### src/rtl/led_fade_pwm_pkg.sv
// Shared defaults and FSM state encoding for the LED fade PWM driver.
package led_fade_pwm_pkg;

  localparam int LED_CHANNELS = 8;
  localparam int LED_DUTY_W   = 8;

  typedef enum logic [1:0] {
    ST_ACCEPT  = 2'd0,
    ST_PENDING = 2'd1,
    ST_APPLY   = 2'd2
  } state_t;

endpackage

### src/rtl/led_fade_pwm_timebase.sv
// Prescaler and PWM step counter; flags the wrap to 0 and the
// registered period_start pulse in the cycle the counter reads 0.
module led_fade_pwm_timebase #(
  parameter int DUTY_W   = 8,
  parameter int PRESCALE = 16
) (
  input  logic              clk,
  input  logic              rst,
  output logic [DUTY_W-1:0] pwm_cnt,
  output logic              wrap,
  output logic              period_start
);

  localparam int PW = (PRESCALE > 1) ? $clog2(PRESCALE) : 1;
  localparam logic [PW-1:0] PLAST = PW'(PRESCALE - 1);
  localparam logic [DUTY_W-1:0] MAX = {{(DUTY_W-1){1'b1}}, 1'b0};

  logic [PW-1:0]     presc_q, presc_d;
  logic [DUTY_W-1:0] cnt_q, cnt_d;
  logic              ps_q, ps_d;
  logic              step;

  always_comb begin
    step    = (presc_q == PLAST);
    wrap    = step && (cnt_q == MAX);
    presc_d = step ? '0 : presc_q + 1'b1;
    cnt_d   = cnt_q;
    if (wrap) begin
      cnt_d = '0;
    end else if (step) begin
      cnt_d = cnt_q + 1'b1;
    end
    ps_d = wrap;
  end

  always_ff @(posedge clk or posedge rst) begin
    if (rst) begin
      presc_q <= '0;
      cnt_q   <= '0;
      ps_q    <= 1'b0;
    end else begin
      presc_q <= presc_d;
      cnt_q   <= cnt_d;
      ps_q    <= ps_d;
    end
  end

  assign pwm_cnt      = cnt_q;
  assign period_start = ps_q;

endmodule

### src/rtl/led_fade_pwm.sv
// 8-channel LED PWM driver: staged duty writes commit at a period
// boundary, then each channel's duty ramps toward its target.
module led_fade_pwm
  import led_fade_pwm_pkg::*;
#(
  parameter int CHANNELS  = LED_CHANNELS,
  parameter int DUTY_W    = LED_DUTY_W,
  parameter int PRESCALE  = 16,
  parameter int FADE_STEP = 4
) (
  input  logic                clk,
  input  logic                rst,
  input  logic                cfg_valid,
  output logic                cfg_ready,
  input  logic [2:0]          cfg_chan,
  input  logic [DUTY_W-1:0]   cfg_duty,
  input  logic                cfg_commit,
  output logic [CHANNELS-1:0] led,
  output logic                period_start
);

  localparam logic [DUTY_W:0] STEP_X = (DUTY_W+1)'(FADE_STEP);

  logic [DUTY_W-1:0] pwm_cnt;
  logic              wrap;

  state_t state_q, state_d;
  logic   ready_q, ready_d;
  logic   hs;

  logic [DUTY_W-1:0] stg_q [CHANNELS];
  logic [DUTY_W-1:0] stg_d [CHANNELS];
  logic [DUTY_W-1:0] tgt_q [CHANNELS];
  logic [DUTY_W-1:0] tgt_d [CHANNELS];

  led_fade_pwm_timebase #(
    .DUTY_W   (DUTY_W),
    .PRESCALE (PRESCALE)
  ) u_tb (
    .clk          (clk),
    .rst          (rst),
    .pwm_cnt      (pwm_cnt),
    .wrap         (wrap),
    .period_start (period_start)
  );

  always_comb begin
    hs      = cfg_valid && ready_q;
    state_d = state_q;
    unique case (state_q)
      ST_ACCEPT:  if (hs && cfg_commit) state_d = ST_PENDING;
      ST_PENDING: if (period_start) state_d = ST_APPLY;
      ST_APPLY:   state_d = ST_ACCEPT;
      default:    state_d = ST_ACCEPT;
    endcase
    // Registered so ready stays low through reset and the APPLY cycle.
    ready_d = (state_d == ST_ACCEPT);
  end

  always_comb begin
    for (int i = 0; i < CHANNELS; i++) begin
      stg_d[i] = stg_q[i];
      tgt_d[i] = tgt_q[i];
      if (hs && cfg_chan == 3'(i)) begin
        stg_d[i] = cfg_duty;
      end
      if (state_q == ST_APPLY) begin
        tgt_d[i] = stg_q[i];
      end
    end
  end

  always_ff @(posedge clk or posedge rst) begin
    if (rst) begin
      state_q <= ST_ACCEPT;
      ready_q <= 1'b0;
      for (int i = 0; i < CHANNELS; i++) begin
        stg_q[i] <= '0;
        tgt_q[i] <= '0;
      end
    end else begin
      state_q <= state_d;
      ready_q <= ready_d;
      for (int i = 0; i < CHANNELS; i++) begin
        stg_q[i] <= stg_d[i];
        tgt_q[i] <= tgt_d[i];
      end
    end
  end

  assign cfg_ready = ready_q;

  for (genvar g = 0; g < CHANNELS; g++) begin : g_ch
    logic [DUTY_W-1:0] cur_q, cur_d;
    logic [DUTY_W:0]   c_ext, t_ext, up, dn;
    logic              led_q, led_d;

    always_comb begin
      c_ext = {1'b0, cur_q};
      t_ext = {1'b0, tgt_q[g]};
      up    = c_ext + STEP_X;
      dn    = c_ext - STEP_X;
      cur_d = cur_q;
      if (wrap) begin
        if (FADE_STEP == 0) begin
          cur_d = tgt_q[g];
        end else if (c_ext < t_ext) begin
          cur_d = (up > t_ext) ? tgt_q[g] : up[DUTY_W-1:0];
        end else if (c_ext > t_ext) begin
          // Clamp at target; the borrow test keeps dn from wrapping.
          if (c_ext < STEP_X || dn < t_ext) begin
            cur_d = tgt_q[g];
          end else begin
            cur_d = dn[DUTY_W-1:0];
          end
        end
      end
      led_d = (pwm_cnt < cur_q);
    end

    always_ff @(posedge clk or posedge rst) begin
      if (rst) begin
        cur_q <= '0;
        led_q <= 1'b0;
      end else begin
        cur_q <= cur_d;
        led_q <= led_d;
      end
    end

    assign led[g] = led_q;
  end

endmodule
### config.mk
export PLATFORM = sky130hd
export DESIGN_NAME = led_fade_pwm
export DESIGN_NICKNAME = d
export VERILOG_FILES = /design/src/rtl/led_fade_pwm_pkg.sv /design/src/rtl/led_fade_pwm_timebase.sv /design/src/rtl/led_fade_pwm.sv
export SDC_FILE = /design/constraint.sdc
export NUM_CORES = 1
export LEC_CHECK = 0
export CAP_MARGIN = 20
export CORE_UTILIZATION = 32
export CTS_CLUSTER_DIAMETER = 40
export CTS_CLUSTER_SIZE = 20
export DETAILED_ROUTE_END_ITERATION = 7
export SYNTH_ARGS = -nofsm -noshare
export SYNTH_HDL_FRONTEND = slang
export SYNTH_SLANG_ARGS = --single-unit
### constraint.sdc
create_clock -name clk -period 9.8 [get_ports clk]
set_input_delay 1.96 -clock clk [delete_from_list [all_inputs] [get_ports clk]]
set_output_delay 1.96 -clock clk [all_outputs]
set_load 0.02 [all_outputs]
==> metrics.cfg <==
[status]
outcome=completed

[global_route]
grt_use_met1=0.215
grt_pass1_wl_um=64900
grt_pass1_vias=12200
overflow=0
grtUsageMet3=0.0140
antenna_found_initial=0
grt_start_max_net_pins=138
grtUsageTotal=0.158
grt-busiest-layer=met2
use_met2=0.267

[detailed_routing]
vias=12500
drt_first_pass_iters=5
routed_wl_um=39900
drtIter0Drc=670
wl_per_cell_um=17.1
via_per_inst=5.36
drc=0
ant_nets=0

[synth]
synthTopCellsByArea=dfrtp_1, ha_1, mux2_2
synth-edff-count=0
syn_area_per_cell_um2=9.76
ys_ff_latch=216
synth_area_mm2=0.0158
synth_top_area_cell=dfrtp_1
ys_types=82
yosys.area_share.adder=0.179
async_reset_ff_frac=1.00
yosysMostFrequentCell=ha_1
synth_top_family_by_area=adder cells
synthFlopType=dfrtp_1
synth_common_cells=ha_1, dfrtp_1, inv_1, mux2_2, nor2_1
synthCells=1623
synth_top_area_frac=0.341
synth_simple_gate_area_frac=0.135
ys_seq_area_frac=0.341
synthMuxAreaShare=0.102
synth_xor_area_frac=0.0315
ys_warn_count=0
synth_compound_area_frac=0.161
syn_nets=1865

[sta]
drv_slew=0
finClkSkew_ns=0.0165
relSlewSlack=0.254
fin_crit_ns=3.87
finalSetupTns_ns=0
period_share=0.395
setup_viol=0
clock.fmax_mhz=258
rsz0062_at_grt=false
hold_viol=0
setup_slack_ns=5.93
worst_slew_pin_slew_ns=1.11

[min_path]
holdCritStartpoint=state_q[1]
min_path_cells=1
worstHoldEndpoint=state_q[1]
hold_class=flip-flop to flip-flop

[floorplanning]
io_pins=25
dieArea_mm2=0.0504
std_cell_rows=81
core_mm2=0.0488
dieWidth_um=225
die_height_um=225
initial_core_util=0.324

[cts]
cts.sinks=216
ctsHoldBuffers=0
cts_buffer_depth=3
cts_setup_buffers=0
clk_pin_slew_worst_paths_ns=0.06
htree_levels=1
clock_latency_ns=0.56
tritoncts=yes
clockRootBuffer=clkbuf_16
cts.repair.resized=0
cts_buffers=31

[finish]
drive_gt1_frac=0.133
diodes=0
syn2layout_area_growth_pct=12.3
nNetsFinal=1885
fin_util=0.364

[worst_setup_path]
r2r_end=g_ch[3].cur_q[0]
arrival_ns=4.32
startpoint=u_tb.pwm_cnt[6]
cp_max_fo=13
worst_r2r_startpoint=u_tb.pwm_cnt[6]
path_cells=and3_1 > nand4_1 > buf_4 > a41oi_1 > nand3_1 > mux2_2
cp-end-kind=flip-flop
r2r_slack_ns=5.93
crit_path_max_incr_delay_ns=0.98
rr_worst_depth=6
critPathKind=flip-flop to flip-flop
cp_slowest_cell=dfrtp_1
required_ns=10.25
startpoint_type=flip-flop

[placed_design]
gp_congestion=0.891
io_buffers=24
preCtsSetupSlack_ns=5.45
dp_hpwl_um=29100

[power_and_ir_drop]
power.leakage_nw=7.87
total_power_mw=2.21
power_density_mw_per_mm2=124
peakVddDrop_mv=0.176

[job]
cap_violations=0

==> state kept, by name, summed over array words and instances, names as in the netlist <==
| register | count |
|---|---|
| g_ch.cur_q | 64 |
| cfg_ready | 1 |
| u_tb.presc_q | 4 |
| g_ch.t_ext | 64 |
| u_tb.period_start | 1 |
| u_tb.pwm_cnt | 8 |
| g_ch.led_q | 8 |
| state_q | 2 |
| stg_q | 64 |
==> area by class of cell <==
| class | instances | area [µm²] |
|---|---|---|
| timing repair buffer | 30 | 305 |
| fill | 4879 | 31100 |
| inverter | 152 | 578 |
| tap | 664 | 831 |
| clock buffer | 37 | 828 |
| clock inverter | 20 | 194 |
| multi-input combinational | 1212 | 9660 |
| sequential | 216 | 5410 |
==> logic make-up after synthesis <==
logic type,after synthesis
and+or+nand+nor,411
AOI/OAI and AO/OA,373
adders and majority gates,227
DFF,216
buffers and inverters,195
muxes,144
xor gates and xnor gates,57
==> where the power goes <==
part / total (mW) / switching [mW] / internal, mW
logic: 0.117 / 0.0496 / 0.0677
registers: 1.02 / 0.0444 / 0.973
clock network: 1.07 / 0.448 / 0.626
total: 2.21 / 0.542 / 1.67
==> layout by cell type (no fill, tap or decap), types with 13 or more instances in the layout <==
master	n
o21ai_0	84
clkdlybuf4s50_1	24
a41oi_1	15
and3_1	13
nor3_1	45
nand2b_1	16
xnor2_1	36
a21oi_1	74
mux2_2	137
nor2_1	90
dfrtp_1	216
xor2_1	21
a21o_1	25
nand4_1	18
o22ai_1	15
o211ai_1	14
nand2_1	77
nand3b_1	17
inv_1	150
clkbuf_16	31
a211oi_1	16
a21boi_0	17
nor2b_1	27
ha_1	227
nand3_1	53
==> layer usage <==
layer | wire, µm | share of wire
met5 | 0 | 0
met4 | 938 | 0.023
met3 | 1470 | 0.037
met2 | 19000 | 0.48
met1 | 18500 | 0.46
==> worst max path at each step <==
stage	end	slack [ns]	cells after the start
3_5_place_dp	g_ch[5].cur_q[5]	5.45	3
2_1_floorplan	cfg_ready	1.93	1
5_1_grt	g_ch[2].cur_q[0]	5.75	12
6_report	g_ch[3].cur_q[0]	5.93	6
4_1_cts	g_ch[3].cur_q[0]	5.96	6
3_3_place_gp	g_ch[7].cur_q[1]	5.46	3
==> critical path: cells and delay by family, from the launching register on <==
kind	cells	cell delay, ns
buffers and inverters	1	0.43
and+or+nand+nor	3	1.11
DFF	1	0.98
muxes	1	0.38
AOI/OAI and AO/OA	1	0.85
==> stage by stage <==
step                      instance area (µm²)  instances  hold WS, ns
after floorplan                         15800       1623        0.415
after global placement                  16700       2272        0.454
after detailed placement                16700       2272        0.456
after CTS                               17800       2329        0.469
after global routing                    17800       2331        0.502
final                                   17800       2331        0.472
Power figures use the tool's default switching activity.
==> RTL change 1, RTL diff (same flow settings) <==
Encoding of `state_t`: now one-hot (3 bits for 3 states).
--- a/src/rtl/led_fade_pwm_pkg.sv
+++ b/src/rtl/led_fade_pwm_pkg.sv
@@ -4,10 +4,10 @@
   localparam int LED_CHANNELS = 8;
   localparam int LED_DUTY_W   = 8;
 
-  typedef enum logic [1:0] {
-    ST_ACCEPT  = 2'd0,
-    ST_PENDING = 2'd1,
-    ST_APPLY   = 2'd2
+  typedef enum logic [2:0] {
+    ST_ACCEPT  = 3'b001,
+    ST_PENDING = 3'b010,
+    ST_APPLY   = 3'b100
   } state_t;
 
 endpackage
Formal check against the unedited RTL: no difference found for any inputs over 10 cycles, from zero or initial values and one cycle with rst high; not proved beyond that.
==> RTL change 1 against the original RTL <==
  * Utilization fell by 0.14 points
  * Synthesized area rose by 1.0%
  * Critical path depth rose by 5
  * Final area rose by 0.22%
  * Setup slack got worse by 0.070 ns
  * Sequential cell count rose by 1
  * Wire length rose by 3.3%
  * Highest routed layer is now met5
Power is not compared: it rests on default switching activity, and its combinational part moved more than twofold at a synthesized area within 25%.
==> RTL change 1: results (changes against the original RTL) <==
DR vias/cell: 5.33 (-0.43%)
status: finished, final reports clean
DP Area: 16900 sq um (+0.73%)
worst slack at placement: 5.82 ns (+0.373 ns)
Sequential cell area: 5430 sq um (+0.49%)
Gate Count Post-Synth: 1691 (+4.2%)
number of detailed-route iterations in the first pass: 6 (+1)
FF-to-FF Start: g_ch[1].cur_q[2]$_DFFE_PP0P_
clkbuf count: 31 (-16%)
Final Core Density: 0.363 (-0.00144)
Synth area leaders: dfrtp_1, ha_1, mux2_2, o21ai_0, inv_1
routed len/inst: 17.3 um (+1.0%)
Compound-Gate Fraction of Synth Area: 0.180 (+0.0188)
fraction of area in multi-input gates: 0.545 (+0.00264)
clock-cell share of area: 0.0539 (-0.00357)
first-pass GRT wire length: 67800 um (+4.5%)
Crit-path slowest cell: nor3b_1
Inverters: 155 (+2.0%)
Fin Clk Skew: 0.0109 ns (-0.00559 ns)
Synth Area in Adders: 0.177 (-0.00182)
layout cells sized above 1: 0.109 (-0.0239)
largest net degree at the start of global routing: 94 (-32%)
initial antenna violation count: 1 (+1)
most common library cells after synthesis: ha_1, dfrtp_1, inv_1
Max stage delay on crit path: 0.47 ns (-0.51 ns)
non-clk buf share: 0.0168 (-0.000319)
R2R cell count: 11 (+5)
DR WL met3: 1750 um (+19%)
Tot GR Track Use: 0.165 (+0.00759)
number of global-route vias before repair: 12696 (+3.7%)
non-clock buffer count: 32 (+6.7%)
placed wire-length estimate: 30300 um (+4.3%)
worst-margin pin slew: 1.08 ns (-0.0230 ns)
# fillers: 4898 (+0.39%)
Seq/Total Area, Yosys: 0.339 (-0.00182)
comb_multi_in: 1264 (+4.3%)
-- RTL change 1: worst max-delay path by stage --
stage | to | slack [ns] | cells after the start
2_1_floorplan | cfg_ready$_DFF_PP0_ | 1.91 | 1
3_3_place_gp | g_ch[0].led_q$_DFF_PP0_ | 5.83 | 3
3_5_place_dp | g_ch[1].led_q$_DFF_PP0_ | 5.82 | 3
4_1_cts | g_ch[1].cur_q[0]$_DFFE_PP0P_ | 5.92 | 11
5_1_grt | g_ch[1].cur_q[0]$_DFFE_PP0P_ | 5.57 | 11
6_report | g_ch[1].cur_q[0]$_DFFE_PP0P_ | 5.86 | 11
-- RTL change 1: layer usage --
metal / vias to the layer above / global-route usage
met5: - / 0
met4: 2 / 0.0415
met3: 45 / 0.0173
met2: 319 / 0.276
met1: 6153 / 0.227
li1: 6193 / -
==> RTL change 2, RTL diff (same settings) <==
Without the edit above. Set the package constant `LED_DUTY_W` to 9 (it was 8).
--- a/src/rtl/led_fade_pwm_pkg.sv
+++ b/src/rtl/led_fade_pwm_pkg.sv
@@ -2,7 +2,7 @@
 package led_fade_pwm_pkg;
 
   localparam int LED_CHANNELS = 8;
-  localparam int LED_DUTY_W   = 8;
+  localparam int LED_DUTY_W   = 9;
 
   typedef enum logic [1:0] {
     ST_ACCEPT  = 2'd0,
Interface: changed (resized cfg_duty); port bits go from 25 to 26. No check against the original RTL was run, so the function may have changed too.
==> RTL change 2 against the original RTL <==
  * Wire length up 19%
  * Synthesized area up 12%
  * Sequential cell count up 25
  * Power up 16%
  * Maximum frequency up 3.3%
  * Worst hold slack better by 0.019 ns
  * Final area up 13%
  * Count of clock-buffer cells in the layout up 1
  * Setup slack better by 0.12 ns
  * Largest power group unchanged
==> RTL change 2: results (changes against the original RTL) <==
clock-cell share of area: 0.0610 (+0.00353)
number of global-route vias before repair: 14545 (+19%)
Inverters: 173 (+14%)
routed len/inst: 18.1 um (+5.5%)
most common library cells after synthesis: ha_1, dfrtp_1, inv_1
Fin Clk Skew: 0.0225 ns (+0.00600 ns)
sw power: 656 uW (+21%)
status: finished, final reports clean
CTS buffer count: 35 (+13%)
Sequential cell area: 6030 sq um (+12%)
GP Congestion: 0.930 (+4.3%)
Max stage delay on crit path: 0.59 ns (-0.39 ns)
placed wire-length estimate: 35000 um (+20%)
Ant. Diodes: 1 (+1)
comb_multi_in: 1363 (+12%)
Synth area leaders: dfrtp_1, ha_1, mux2_2, inv_1, xnor2_1
Synthesized Nets: 2098 (+12%)
largest net degree at the start of global routing: 92 (-33%)
combinational share of power: 0.051 (-0.002)
critical path peak fanout: 10 (-3)
fraction of area in multi-input gates: 0.544 (+0.000997)
leak pwr: 8.87 nW (+13%)
# fillers: 5565 (+14%)
Crit path arrival time: 4.16 ns (-0.16 ns)
R2R cell count: 12 (+6)
Max-slew headroom: 0.322 (+0.0683)
non-clk buf share: 0.0159 (-0.00121)
power in combinational cells: 130 uW (+11%)
initial antenna violation count: 4 (+4)
non-clock buffer count: 32 (+6.7%)
Max rail drop VDD: 0.111 mV (-37%)
Seq/Total Area, Yosys: 0.338 (-0.00264)
vias: 14114 (+13%)
worst-skew pair later-pin latency: 0.53 ns (-0.03 ns)
Clock net power: 1.31 mW (+22%)
clkbuf count: 38 (+2.7%)
first-pass GRT wire length: 77200 um (+19%)
layout cells sized above 1: 0.136 (+0.00304)
Tot GR Track Use: 0.168 (+0.0106)
1st-iter DRT viols: 928 (+39%)
Seq cells: 241 (+12%)
IO Port Bufs: 25 (+4.2%)
Yosys cell types: 85 (+3.7%)
H-tree depth: 2 (+1)
RTL change 2: cells by family after synthesis:
group,count (synthesis),synth area share
and+or+nand+nor,470,0.132
AOI/OAI and AO/OA,386,0.154
DFF,241,0.338
xor gates and xnor gates,81,0.0398
adders and majority gates,259,0.182
muxes,167,0.105
buffers and inverters,219,0.0491
RTL change 2: layer usage:
metal / vias to the layer above / global-route usage / share of wire
li1: 6765 / - / -
met1: 6867 / 0.219 / 0.45
met2: 362 / 0.282 / 0.47
met3: 114 / 0.0229 / 0.047
met4: 6 / 0.0668 / 0.036
met5: - / 0 / 0.00074
RTL change 2: metrics by stage:
step | cells | hold slack [ns] | worst slack (ns) | area [sq um]
6_report | 2622 | 0.492 | 6.05 | 20100
5_1_grt | 2621 | 0.503 | 5.81 | 20100
4_1_cts | 2619 | 0.494 | 6.05 | 20100
3_3_place_gp | 2555 | 0.474 | 5.76 | 18800
3_5_place_dp | 2555 | 0.480 | 5.71 | 18800
2_1_floorplan | 1823 | 0.415 | 1.22 | 17800
RTL change 2: path summary, 6_finish.rpt:
kind,startpoint,to,slack (ns)
worst max-delay path,g_ch[5].cur_q[4]$_DFFE_PP0P_,g_ch[5].cur_q[0]$_DFFE_PP0P_,6.05
worst min-delay path,stg_q[36]$_DFFE_PP0P_,g_ch[3].t_ext[0]$_DFFE_PP0N_,0.49
worst max register to register,g_ch[5].cur_q[4]$_DFFE_PP0P_,g_ch[5].cur_q[0]$_DFFE_PP0P_,6.05
worst min register to register,stg_q[36]$_DFFE_PP0P_,g_ch[3].t_ext[0]$_DFFE_PP0N_,0.49
max in group asynchronous,rst,g_ch[1].cur_q[8]$_DFFE_PP0P_,6.49
min in group asynchronous,rst,g_ch[3].cur_q[8]$_DFFE_PP0P_,1.93
